==> config.mk <==
export PLATFORM = sky130hd
export DESIGN_NAME = ddr2_ring_controller
export DESIGN_NICKNAME = d
export VERILOG_FILES = /design/src/rtl/ddr2_ring_controller.sv
export SDC_FILE = /design/constraint.sdc
export NUM_CORES = 1
export LEC_CHECK = 0
export BUFFER_PORTS_ARGS = -buffer_cell sky130_fd_sc_hd__buf_2
export CORE_AREA = 2 2 153 155
export CTS_CLUSTER_DIAMETER = 200
export DETAILED_ROUTE_END_ITERATION = 8
export DIE_AREA = 0 0 155 157
export PLACE_DENSITY = 0.79
export SETUP_SLACK_MARGIN = 0.4
export SYNTH_ARGS = -nofsm -noshare
export SYNTH_HDL_FRONTEND = slang
export SYNTH_SLANG_ARGS = --single-unit
==> constraint.sdc <==
create_clock -name clk -period 6.6 [get_ports clk]
set_input_delay 0.33 -clock clk [delete_from_list [all_inputs] [get_ports clk]]
set_output_delay 0.33 -clock clk [all_outputs]
set_load 0.01 [all_outputs]
==> src/rtl/ddr2_ring_controller.sv <==
// ddr2_ring_controller: moves bursts from the input mini-FIFO into an SDRAM ring through an MCB/MIG user port,
// then from the ring back to the output FIFO, with fill tracking, wrap-around and fair write/read arbitration.
// Ports: clk, reset (async, active high); writes_en/reads_en enables; calib_done; burst_len; ring_clear;
//   ib_re/ib_data/ib_count/ib_valid input FIFO; ob_we/ob_data/ob_count output FIFO;
//   p0_cmd_*, p0_wr_*, p0_rd_* MCB user port; wr_ptr/rd_ptr ring byte addresses; ram_words fill; overflow sticky.
// Option: define DDR_RING_STATUS_EN to make ram_words and overflow live; otherwise both read as 0.
module ddr2_ring_controller #(
   parameter int          DATA_W     = 32,
   parameter int          MAX_BURST  = 64,
   parameter int          OB_DEPTH   = 2048,
   parameter int          CNT_W      = 11,
   parameter logic [29:0] RING_BASE  = 30'h0,
   parameter int          RING_WORDS = 1 << 24
) (
   input  logic                clk,
   input  logic                reset,
   input  logic                writes_en,
   input  logic                reads_en,
   input  logic                calib_done,
   input  logic [6:0]          burst_len,
   input  logic                ring_clear,
   output logic                ib_re,
   input  logic [DATA_W-1:0]   ib_data,
   input  logic [CNT_W-1:0]    ib_count,
   input  logic                ib_valid,
   output logic                ob_we,
   output logic [DATA_W-1:0]   ob_data,
   input  logic [CNT_W-1:0]    ob_count,
   output logic                p0_cmd_en,
   output logic [2:0]          p0_cmd_instr,
   output logic [29:0]         p0_cmd_byte_addr,
   output logic [5:0]          p0_cmd_bl,
   input  logic                p0_cmd_full,
   output logic                p0_wr_en,
   output logic [DATA_W-1:0]   p0_wr_data,
   output logic [DATA_W/8-1:0] p0_wr_mask,
   input  logic                p0_wr_full,
   output logic                p0_rd_en,
   input  logic [DATA_W-1:0]   p0_rd_data,
   input  logic                p0_rd_empty,
   output logic [29:0]         wr_ptr,
   output logic [29:0]         rd_ptr,
   output logic [24:0]         ram_words,
   output logic                overflow
);

   localparam int          BYTES    = DATA_W / 8;
   localparam logic [24:0] RW       = 25'(RING_WORDS);
   localparam logic [30:0] RING_END = 31'(RING_BASE) + 31'(RING_WORDS * BYTES);

   typedef enum logic [2:0] {
      IDLE, W_FETCH, W_WAIT, W_CMD, R_CMD, R_WAIT, R_PUSH
   } state_t;

   state_t              state_q;
   logic [6:0]          b_q, cnt_q;
   logic [29:0]         wr_ptr_q, rd_ptr_q;
   logic [24:0]         fill_q;
   logic                last_rd_q, wen_q, ren_q;
   logic                ib_re_q, wr_en_q, cmd_en_q, rd_en_q, ob_we_q;
   logic [DATA_W-1:0]   wr_data_q, ob_data_q;
   logic [2:0]          cmd_instr_q;
   logic [29:0]         cmd_addr_q;
   logic [5:0]          cmd_bl_q;

   logic [6:0]          eff_b;
   logic [24:0]         free_w;
   logic [31:0]         ob_need;
   logic                wr_elig, rd_elig, pick_w;
   logic [29:0]         wr_ptr_d, rd_ptr_d;

   // Step a ring pointer by one burst; landing on the ring end folds back to the base.
   function automatic logic [29:0] adv(input logic [29:0] p, input logic [6:0] b);
      logic [30:0] n;
      n = {1'b0, p} + 31'(b) * 31'(BYTES);
      return (n >= RING_END) ? RING_BASE : n[29:0];
   endfunction

   always_comb begin
      eff_b = burst_len;
      if (burst_len == 7'd0)
         eff_b = 7'd1;
      else if (32'(burst_len) > 32'(MAX_BURST))
         eff_b = 7'(MAX_BURST);
   end

   assign free_w   = RW - fill_q;
   assign ob_need  = 32'(ob_count) + 32'(eff_b) + 32'd1;
   assign wr_elig  = calib_done && wen_q
                   && (32'(ib_count) >= 32'(eff_b))
                   && (free_w >= 25'(eff_b));
   assign rd_elig  = calib_done && ren_q
                   && (fill_q >= 25'(eff_b))
                   && (ob_need < 32'(OB_DEPTH));
   // On a tie the path that was not served last takes the turn.
   assign pick_w   = wr_elig && (!rd_elig || last_rd_q);
   assign wr_ptr_d = adv(wr_ptr_q, b_q);
   assign rd_ptr_d = adv(rd_ptr_q, b_q);

   always_ff @(posedge clk or posedge reset) begin
      if (reset) begin
         state_q     <= IDLE;
         b_q         <= 7'd1;
         cnt_q       <= '0;
         wr_ptr_q    <= RING_BASE;
         rd_ptr_q    <= RING_BASE;
         fill_q      <= '0;
         last_rd_q   <= 1'b1;
         wen_q       <= 1'b0;
         ren_q       <= 1'b0;
         ib_re_q     <= 1'b0;
         wr_en_q     <= 1'b0;
         cmd_en_q    <= 1'b0;
         rd_en_q     <= 1'b0;
         ob_we_q     <= 1'b0;
         wr_data_q   <= '0;
         ob_data_q   <= '0;
         cmd_instr_q <= '0;
         cmd_addr_q  <= '0;
         cmd_bl_q    <= '0;
      end else begin
         wen_q    <= writes_en;
         ren_q    <= reads_en;
         ib_re_q  <= 1'b0;
         wr_en_q  <= 1'b0;
         cmd_en_q <= 1'b0;
         rd_en_q  <= 1'b0;
         ob_we_q  <= 1'b0;
         unique case (state_q)
            IDLE: begin
               if (ring_clear) begin
                  wr_ptr_q <= RING_BASE;
                  rd_ptr_q <= RING_BASE;
                  fill_q   <= '0;
               end else if (pick_w) begin
                  b_q       <= eff_b;
                  cnt_q     <= eff_b;
                  last_rd_q <= 1'b0;
                  ib_re_q   <= 1'b1;
                  state_q   <= W_FETCH;
               end else if (rd_elig) begin
                  b_q       <= eff_b;
                  cnt_q     <= eff_b;
                  last_rd_q <= 1'b1;
                  state_q   <= R_CMD;
               end
            end
            W_FETCH: state_q <= W_WAIT;
            W_WAIT: begin
               if (ib_valid && !p0_wr_full) begin
                  wr_data_q <= ib_data;
                  wr_en_q   <= 1'b1;
                  cnt_q     <= cnt_q - 7'd1;
                  if (cnt_q == 7'd1) begin
                     state_q <= W_CMD;
                  end else begin
                     ib_re_q <= 1'b1;
                     state_q <= W_FETCH;
                  end
               end
            end
            W_CMD: begin
               if (!p0_cmd_full) begin
                  cmd_en_q    <= 1'b1;
                  cmd_instr_q <= 3'b000;
                  cmd_addr_q  <= wr_ptr_q;
                  cmd_bl_q    <= 6'(b_q - 7'd1);
                  wr_ptr_q    <= wr_ptr_d;
                  fill_q      <= fill_q + 25'(b_q);
                  state_q     <= IDLE;
               end
            end
            R_CMD: begin
               if (!p0_cmd_full) begin
                  cmd_en_q    <= 1'b1;
                  cmd_instr_q <= 3'b001;
                  cmd_addr_q  <= rd_ptr_q;
                  cmd_bl_q    <= 6'(b_q - 7'd1);
                  rd_ptr_q    <= rd_ptr_d;
                  fill_q      <= fill_q - 25'(b_q);
                  state_q     <= R_WAIT;
               end
            end
            R_WAIT: begin
               if (!p0_rd_empty) begin
                  rd_en_q <= 1'b1;
                  state_q <= R_PUSH;
               end
            end
            R_PUSH: begin
               ob_data_q <= p0_rd_data;
               ob_we_q   <= 1'b1;
               cnt_q     <= cnt_q - 7'd1;
               state_q   <= (cnt_q == 7'd1) ? IDLE : R_WAIT;
            end
            default: state_q <= IDLE;
         endcase
      end
   end

   assign ib_re            = ib_re_q;
   assign ob_we            = ob_we_q;
   assign ob_data          = ob_data_q;
   assign p0_cmd_en        = cmd_en_q;
   assign p0_cmd_instr     = cmd_instr_q;
   assign p0_cmd_byte_addr = cmd_addr_q;
   assign p0_cmd_bl        = cmd_bl_q;
   assign p0_wr_en         = wr_en_q;
   assign p0_wr_data       = wr_data_q;
   assign p0_wr_mask       = '0;
   assign p0_rd_en         = rd_en_q;
   assign wr_ptr           = wr_ptr_q;
   assign rd_ptr           = rd_ptr_q;

`ifdef DDR_RING_STATUS_EN
   logic ovf_q;
   logic ovf_hit;

   // Input FIFO saturated while the ring has no room for a burst.
   assign ovf_hit = calib_done && wen_q && (&ib_count)
                  && (free_w < 25'(eff_b));

   always_ff @(posedge clk or posedge reset) begin
      if (reset)
         ovf_q <= 1'b0;
      else if (state_q == IDLE && ring_clear)
         ovf_q <= 1'b0;
      else if (ovf_hit)
         ovf_q <= 1'b1;
   end

   assign ram_words = fill_q;
   assign overflow  = ovf_q;
`else
   assign ram_words = '0;
   assign overflow  = 1'b0;
`endif

endmodule

==> results by group, run 1 <==
Pwr
  – Share of power burned in registers: 29.7%
  – Peak VDD IR: 0.226 mV
  – Sw Share: 43.6%
  – Int Power: 4.29 mW
  – Combinational share of power: 52.1%
  – Total Power: 7.60 mW
  – LEAKAGE: 7.03 nW
  – P per Cell Area: 521 nW/um^2
  – Sw power: 3.32 mW
  – Clk network pwr share: 18.3%

Run status
  – Status: completed

Global routing
  – Total GRT Usage: 26.8%
  – Vias in the first global route: 10458
  – Initial antenna violation count: 0
  – First-pass GRT wire length: 53.3 mm
  – Gr ovfl total: 0
  – Largest net degree at the start of global routing: 129

Timing
  – RSZ-0062 raised after global routing: no
  – Achievable Freq: 228 MHz
  – Setup Skew: 16.4 ps
  – Final WS setup: 2220 ps
  – Final hold violations: 0
  – Measured slew at the worst slew-check pin: 1140 ps
  – Final setup viols: 0
  – Slew headroom: 23.5%
  – Post-route minimum period: 4380 ps
  – Hold slack: 19.7 ps
  – Max Slew Vio Count: 0
  – Setup total negative slack: 0 ps
  – Part of the cycle the worst path needs: 66.4%

Drt
  – Vias per inst: 5.93
  – Vias: 11159
  – Drt drc: 0
  – WL final: 33.6 mm
  – Final ANT Viol Nets: 0
  – 1st-iter DRT viols: 1003
  – Avg WL per Cell: 17.8 um
  – Pre-Repair DR Iteration Count: 6

Setup path
  – CP Max Fanout: 17
  – CP endpoint kind: flip-flop
  – Reg2reg setup slack: 2220 ps
  – Reg2reg end: fill_q[17]
  – WS Path Type: flip-flop to flip-flop
  – Data arrival, critical path: 4790 ps
  – R2R depth: 14
  – Worst r2r src: state_q[0]
  – Crit path launch type: flip-flop
  – Critical path required time: 7010 ps

Run
  – Max cap viols: 0

Placement
  – Pre-CTS setup slack: 2310 ps
  – IO buf count: 262
  – GPL Wtd Cong: 0.959
  – Final HPWL DP: 24.3 mm

Floorplanning
  – Core box area: 22500 sq um
  – Die Ht: 157 um
  – Die width: 155 um
  – FP Rows: 55
  – Die ar.: 24300 sq um
  – I/O pin total: 301
  – Initial core utilization: 54.8%

Clock network
  – Worst skew pair latency: 530 ps
  – Max Root-Sink Buffers: 3
  – CTS tree: yes
  – Root Driver: clkbuf_16
  – Clk slew on worst S/H paths: 60 ps
  – Post-CTS setup buffers: 0
  – CTS Buf Count: 24
  – CTS H-tree depth: 1
  – Clk sinks: 205

Logic synthesis
  – Post-synthesis cell type count: 77
  – EDFF count, synth: 0
  – Cell count after synthesis: 1335
  – Synth Flop Type: dfrtp_1
  – Syn. warnings: 0
  – Fraction of the yosys area taken by sequential cells: 41.6%
  – Asr flop ratio synth: 100%
  – Syn_area_per_cell: 9.24 sq um
  – Cell area after synthesis: 12300 sq um
  – Yosys reg bits: 205

Cells and area
  – Register area: 5130 sq um
  – N_diodes: 0
  – Layout Nets: 1755
  – Fill cell count: 1818
  – Commonest cells after routing, fill and taps aside: 262 x buf_2, 203 x dfrtp_1, 184 x nand2_1
  – Layout cells sized above 1: 25.0%
  – Multi-input gate area: 6690 sq um
  – P&R area growth vs syn: 18.3%
  – Commonest non-fill, non-tap cell in the layout: buf_2

Worst hold path
  – Hold/Removal Path Class: input pin to asynchronous set/reset pin
[flip-flops by register name (all words and copies together) (netlist names)]
| register | cells |
|---|---|
| b_q | 7 |
| cnt_q | 7 |
| fill_q | 25 |
| ib_re | 1 |
| last_rd_q | 1 |
| ob_data | 32 |
| ob_we | 1 |
| p0_cmd_bl | 6 |
| p0_cmd_byte_addr | 28 |
| p0_cmd_en | 1 |
| p0_cmd_instr | 1 |
| p0_rd_en | 1 |
| p0_wr_data | 32 |
| p0_wr_en | 1 |
| rd_ptr | 28 |
| ren_q | 1 |
| state_q | 3 |
| wen_q | 1 |
| wr_ptr | 28 |
[power groups by stage]
stage | registers (mW) | logic, mW | clock network (mW)
floorplan | 2.27 | 2.71 | 0
global placement | 2.23 | 3.75 | 0
detailed placement | 2.26 | 3.90 | 0
CTS | 2.24 | 3.92 | 1.40
global route | 2.31 | 4.38 | 1.45
finish | 2.26 | 3.96 | 1.39
[critical path, cell delays in order (launching register included)]
cell	delay (ps)
dfrtp_1	540
nor2_1	330
nand2_1	470
o21ai_0	550
inv_1	90
ha_1	270
nor2b_1	140
o31a_1	270
o31a_1	290
o2111ai_1	340
a21oi_1	140
o21bai_1	160
a21boi_0	110
or3_1	310
a32o_1	240
[logic make-up after synthesis]
kind of cell             count (synthesis)  share of synthesized area (%)
buffers and inverters                  138                           5.45
adder cells (fa/ha/maj)                 72                           7.48
other                                    1                         0.0304
AND/OR/NAND/NOR                        468                           18.1
AO/OA/AOI/OAI                          336                           17.9
XOR/XNOR                                47                           3.34
flip-flops                             205                           41.6
multiplexers                            68                           6.16
[worst max path at each step]
stage          cells after the start    endpoint        from
6_report                          14  fill_q[17]  state_q[0]
5_1_grt                           14  fill_q[17]  state_q[0]
4_1_cts                           13  fill_q[20]  state_q[0]
3_5_place_dp                      13  fill_q[20]  state_q[0]
3_3_place_gp                      13  fill_q[20]  state_q[0]
2_1_floorplan                      1      b_q[1]       reset
[through the flow]
stage | util (%) | instance area, sq um | instances
floorplan | - | 12500 | 1372
global placement | 61.1 | 13700 | 1836
detailed placement | 61.1 | 13700 | 1836
CTS | 64.9 | 14600 | 1882
global route | 64.9 | 14600 | 1882
finish | 64.9 | 14600 | 1882
[layout make-up]
type	instances	area share [%]
timing repair buffer	276	9.75
clock buffer	35	4.81
clock inverter	8	0.908
inverter	44	1.18
sequential	205	35.1
multi-input combinational	1029	45.8
tap	285	2.44
[per-layer routing]
layer / share of wire [%] / vias up / wire (um) / GRT usage [%]
met3: 7.8 / 71 / 2600 / 3.44
met1: 42 / 5354 / 14300 / 36.6
li1: - / 5219 / - / -
met4: 2.4 / 0 / 810 / 7.14
met2: 47 / 515 / 15900 / 45.5
met5: 0 / - / 0 / 0
[synthesized netlist by cell type, types with 15 or more instances]
| library cell | number | area share [%] |
|---|---|---|
| nand3_1 | 32 | 1.3 |
| nor3_1 | 31 | 1.3 |
| o211ai_1 | 21 | 1.3 |
| mux2_2 | 64 | 5.8 |
| o21ai_0 | 96 | 3.9 |
| clkbuf_1 | 46 | 1.4 |
| a21oi_1 | 51 | 2.1 |
| a21o_1 | 19 | 1.2 |
| nor2b_1 | 16 | 0.81 |
| ha_1 | 69 | 7.0 |
| dfrtp_1 | 203 | 41 |
| xor2_1 | 22 | 1.6 |
| buf_4 | 38 | 2.3 |
| nand2_1 | 184 | 5.6 |
| and2_1 | 15 | 0.76 |
| o31ai_1 | 15 | 0.91 |
| a31oi_1 | 39 | 2.0 |
| nand2b_1 | 15 | 0.76 |
| xnor2_1 | 25 | 1.8 |
| inv_1 | 43 | 1.3 |
| nor2_1 | 106 | 3.2 |
[timing repair]
item                      CTS  global route
gates resized for setup     0             0
hold buffers                3             0
hold endpoints to repair    3             0
(Power assumes the default switching activity.)
==> run 2, diff against run 1 <==
Settings changed: ABC_AREA set to 1, CORE_AREA 2 2 153 155 to 2 2 168 170, DIE_AREA 0 0 155 157 to 0 0 170 172, PLACE_DENSITY 0.79 to 0.75.
Clock period 6.6 ns to 3.6 ns, I/O delays scaled along.
==> run 2 against run 1 <==
Largest power group unchanged. Register-to-register slack lost 1700 ps. Critical endpoint is now fill_q[23]. Via count grew 25%. Largest cell class unchanged. Flip-flop and latch count did not move.
==> results by group, run 2 <==
Setup path
  – WS Path Type: flip-flop to flip-flop
  – CP endpoint kind: flip-flop
  – CP Max Fanout: 4 (-13)
  – Reg2reg setup slack: 510 ps (-1700 ps)
  – R2R depth: 15 (+1)
  – Data arrival, critical path: 3490 ps (-1300 ps)
  – Most frequent CP cell: ha_1
  – Critical path required time: 4000 ps (-3010 ps)
  – Reg2reg end: fill_q[23]
  – Largest stage delay, worst path: 570 ps (+20 ps)
  – Cells along the critical path: inv_1 > ha_1 > nand3_2 > nor3_2 > ha_1 > o21ai_1 > ha_1 > nand2_2 > nor4_4 > nand3_1 > nand3_2 > nand4_1 > o211ai_1 > xor2_1 > o21ai_0
  – Critical path buffers and inverters: 1 (unchanged)
  – Crit path launch type: flip-flop
  – CP top delay family: simple AND/OR/NAND/NOR gates
  – Worst r2r src: b_q[0]
  – Slowest CP cell: dfstp_2

Logic synthesis
  – Asr flop ratio synth: 100% (unchanged)
  – Synth Flop Type: dfrtp_1
  – EDFF count, synth: 0 (unchanged)
  – Synth cell count leaders: 640 x nand2_1, 203 x dfrtp_1, 193 x nor2_1, 156 x inv_1, 114 x nand3_1
  – Yosys reg bits: 205 (unchanged)
  – Post-synthesis cell type count: 55 (-29%)
  – Syn. warnings: 0 (unchanged)
  – Syn_area_per_cell: 7.17 sq um (-22%)
  – Cell area after synthesis: 13500 sq um (+9.7%)
  – Fraction of the yosys area taken by sequential cells: 37.9% (-3.7 points)
  – Synth area leaders: dfrtp_1 38%, nand2_1 18%, ha_1 6.4%
  – Cell count after synthesis: 1888 (+41%)
  – Area share of the largest cell type after synthesis: 37.5% (-3.6 points)
  – Yosys top cell by area: dfrtp_1
  – Count leader, synth: nand2_1

Floorplanning
  – I/O pin total: 301 (unchanged)
  – Die width: 170 um (+9.7%)
  – Core box area: 27500 sq um (+22%)
  – Initial core utilization: 49.3% (-5.6 points)
  – Die ar.: 29200 sq um (+20%)
  – FP Rows: 61 (+11%)
  – Die Ht: 172 um (+9.6%)

Timing
  – RSZ-0062 raised after global routing: yes
  – Final setup viols: 0 (unchanged)
  – Slew headroom: 24.7% (+1.2 points)
  – Setup total negative slack: 0 ps (unchanged)
  – Part of the cycle the worst path needs: 85.8% (+19 points)
  – Setup Skew: 27.5 ps (+11.1 ps)
  – Final hold violations: 0 (unchanged)
  – Measured slew at the worst slew-check pin: 1130 ps (-14.8 ps)
  – Max Slew Vio Count: 0 (unchanged)
  – Post-route minimum period: 3090 ps (-1300 ps)
  – Achievable Freq: 324 MHz (+42%)

Clock network
  – Clk slew on worst S/H paths: 60 ps (about the same)
  – CTS tree: yes
  – CTS H-tree depth: 1 (unchanged)
  – Worst skew pair latency: 530 ps (about the same)
  – Root Driver: clkbuf_16
  – Clk sinks: 205 (unchanged)
  – Max Root-Sink Buffers: 3 (unchanged)
  – CTS Buf Count: 24 (unchanged)

Drt
  – Vias: 13957 (+25%)
  – Vias per inst: 5.39 (-9.0%)
  – Pre-Repair DR Iteration Count: 5 (-1)
  – Drt drc: 0 (unchanged)
  – WL final: 43.0 mm (+28%)
  – 1st-iter DRT viols: 1119 (+12%)
  – Avg WL per Cell: 16.6 um (-6.9%)
  – Final ANT Viol Nets: 0 (unchanged)

Pwr
  – P per Cell Area: 785 nW/um^2 (+51%)
  – Peak VDD IR: 0.480 mV (+110%)
  – LEAKAGE: 8.65 nW (+23%)

Worst hold path
  – Hold/Removal Path Class: input pin to flip-flop
  – Worst hold stages: 3
  – WHS Endpoint: p0_wr_en
  – Hold Crit Start: p0_wr_full

Cells and area
  – Layout Nets: 2399 (+37%)
  – Commonest cells after routing, fill and taps aside: 628 x nand2_1, 262 x buf_2, 200 x dfrtp_1
  – Final instance area: 17000 sq um (+16%)
  – Final cell count without fillers: 2588 (+38%)
  – Commonest non-fill, non-tap cell in the layout: nand2_1
  – P&R area growth vs syn: 25.4%
  – Layout cells sized above 1: 19.7% (-5.3 points)

Global routing
  – Vias in the first global route: 13077 (+25%)
  – Largest net degree at the start of global routing: 70 (-46%)
  – Gr ovfl total: 0 (unchanged)
  – Initial antenna violation count: 2 (+2)
  – Total GRT Usage: 28.2% (+1.3 points)
  – First-pass GRT wire length: 66.3 mm (+25%)

Placement
  – IO buf count: 262 (unchanged)
  – Dpl cells: 2467 (+34%)
  – Area post-placement: 15100 sq um (+9.9%)
  – GPL Wtd Cong: 0.982 (+2.5%)
  – Final HPWL DP: 31.0 mm (+28%)

Run
  – Max cap viols: 0 (unchanged)

Run status
  – Status: completed
[run 2: cell types whose count changed in the layout (fill, tap and decap cells not counted), moves of 40 or more]
cell           delta
dlygate4sd3_1    +65
inv_1           +110
mux2_2           -64
nand2_1         +444
nand3_1          +77
nor2_1           +86
o21ai_0          -40
[run 2: repair_timing]
action	in CTS	in global routing
pin swaps	1	11
setup endpoints to repair	8	59
hold endpoints to repair	110	0
resized for setup	12	66
buffers inserted	1	7
gates cloned	0	1
hold buffers	68	0
[run 2: per-stage QoR]
stage / util [%] / setup slack (ps) / total power [mW] / hold slack, ps
global placement: 55.0 / 273 / 9.91 / 291
global route: 61.8 / 345 / 14.3 / 152
detailed placement: 55.0 / 235 / 10.0 / 292
CTS: 60.6 / 408 / 12.8 / 113
finish: 61.8 / 513 / 13.3 / 138
floorplan: - / 601 / 8.00 / 211
[run 2: final cells by class]
class	instances	area (sq um)
well taps	346	433
multi-input cells	1471	7700
diodes	2	5.00
fillers	2475	10500
inverters	160	608
clock buffers	36	697
clock inverters	6	108
flip-flops and latches	205	5140
repair buffers	362	2280
[run 2: power by group]
group	switching [mW]	internal, mW
sequential	0.690	3.08
combinational	4.47	2.54
clock	0.986	1.54
[run 2: how the worst max path moves through the flow]
stage	slack, ps	cells past startpoint	endpoint	from
finish	510	15	fill_q[23]	b_q[0]
global route	350	17	fill_q[23]	b_q[0]
CTS	410	17	fill_q[24]	b_q[1]
detailed placement	230	15	fill_q[21]	b_q[0]
global placement	270	15	fill_q[21]	b_q[0]
floorplan	600	17	fill_q[24]	b_q[1]
[run 2: worst register-to-register path, stage by stage, from the launching register on]
cell	delay [ps]
dfstp_2	570
inv_1	80
ha_1	240
nand3_2	110
nor3_2	50
ha_1	280
o21ai_1	80
ha_1	400
nand2_2	130
nor4_4	320
nand3_1	140
nand3_2	140
nand4_1	80
o211ai_1	120
xor2_1	150
o21ai_0	80
[run 2: metal layers]
layer / wire length (um) / up-vias / track usage, %
met1: 17400 / 6603 / 35.9
met2: 21700 / 501 / 48.7
li1: - / 6754 / -
met5: 0 / - / 0
met3: 2290 / 99 / 3.66
met4: 1560 / 0 / 11.4
[run 2: cell families after synthesis]
| kind of cell | count (synthesis) | share of synthesized area (%) |
|---|---|---|
| and+or+nand+nor | 1079 | 33.6 |
| adders and majority gates | 72 | 6.82 |
| DFF | 205 | 37.9 |
| other | 1 | 0.0277 |
| buffers and inverters | 250 | 8.53 |
| AOI/OAI and AO/OA | 232 | 9.84 |
| xor gates and xnor gates | 49 | 3.28 |
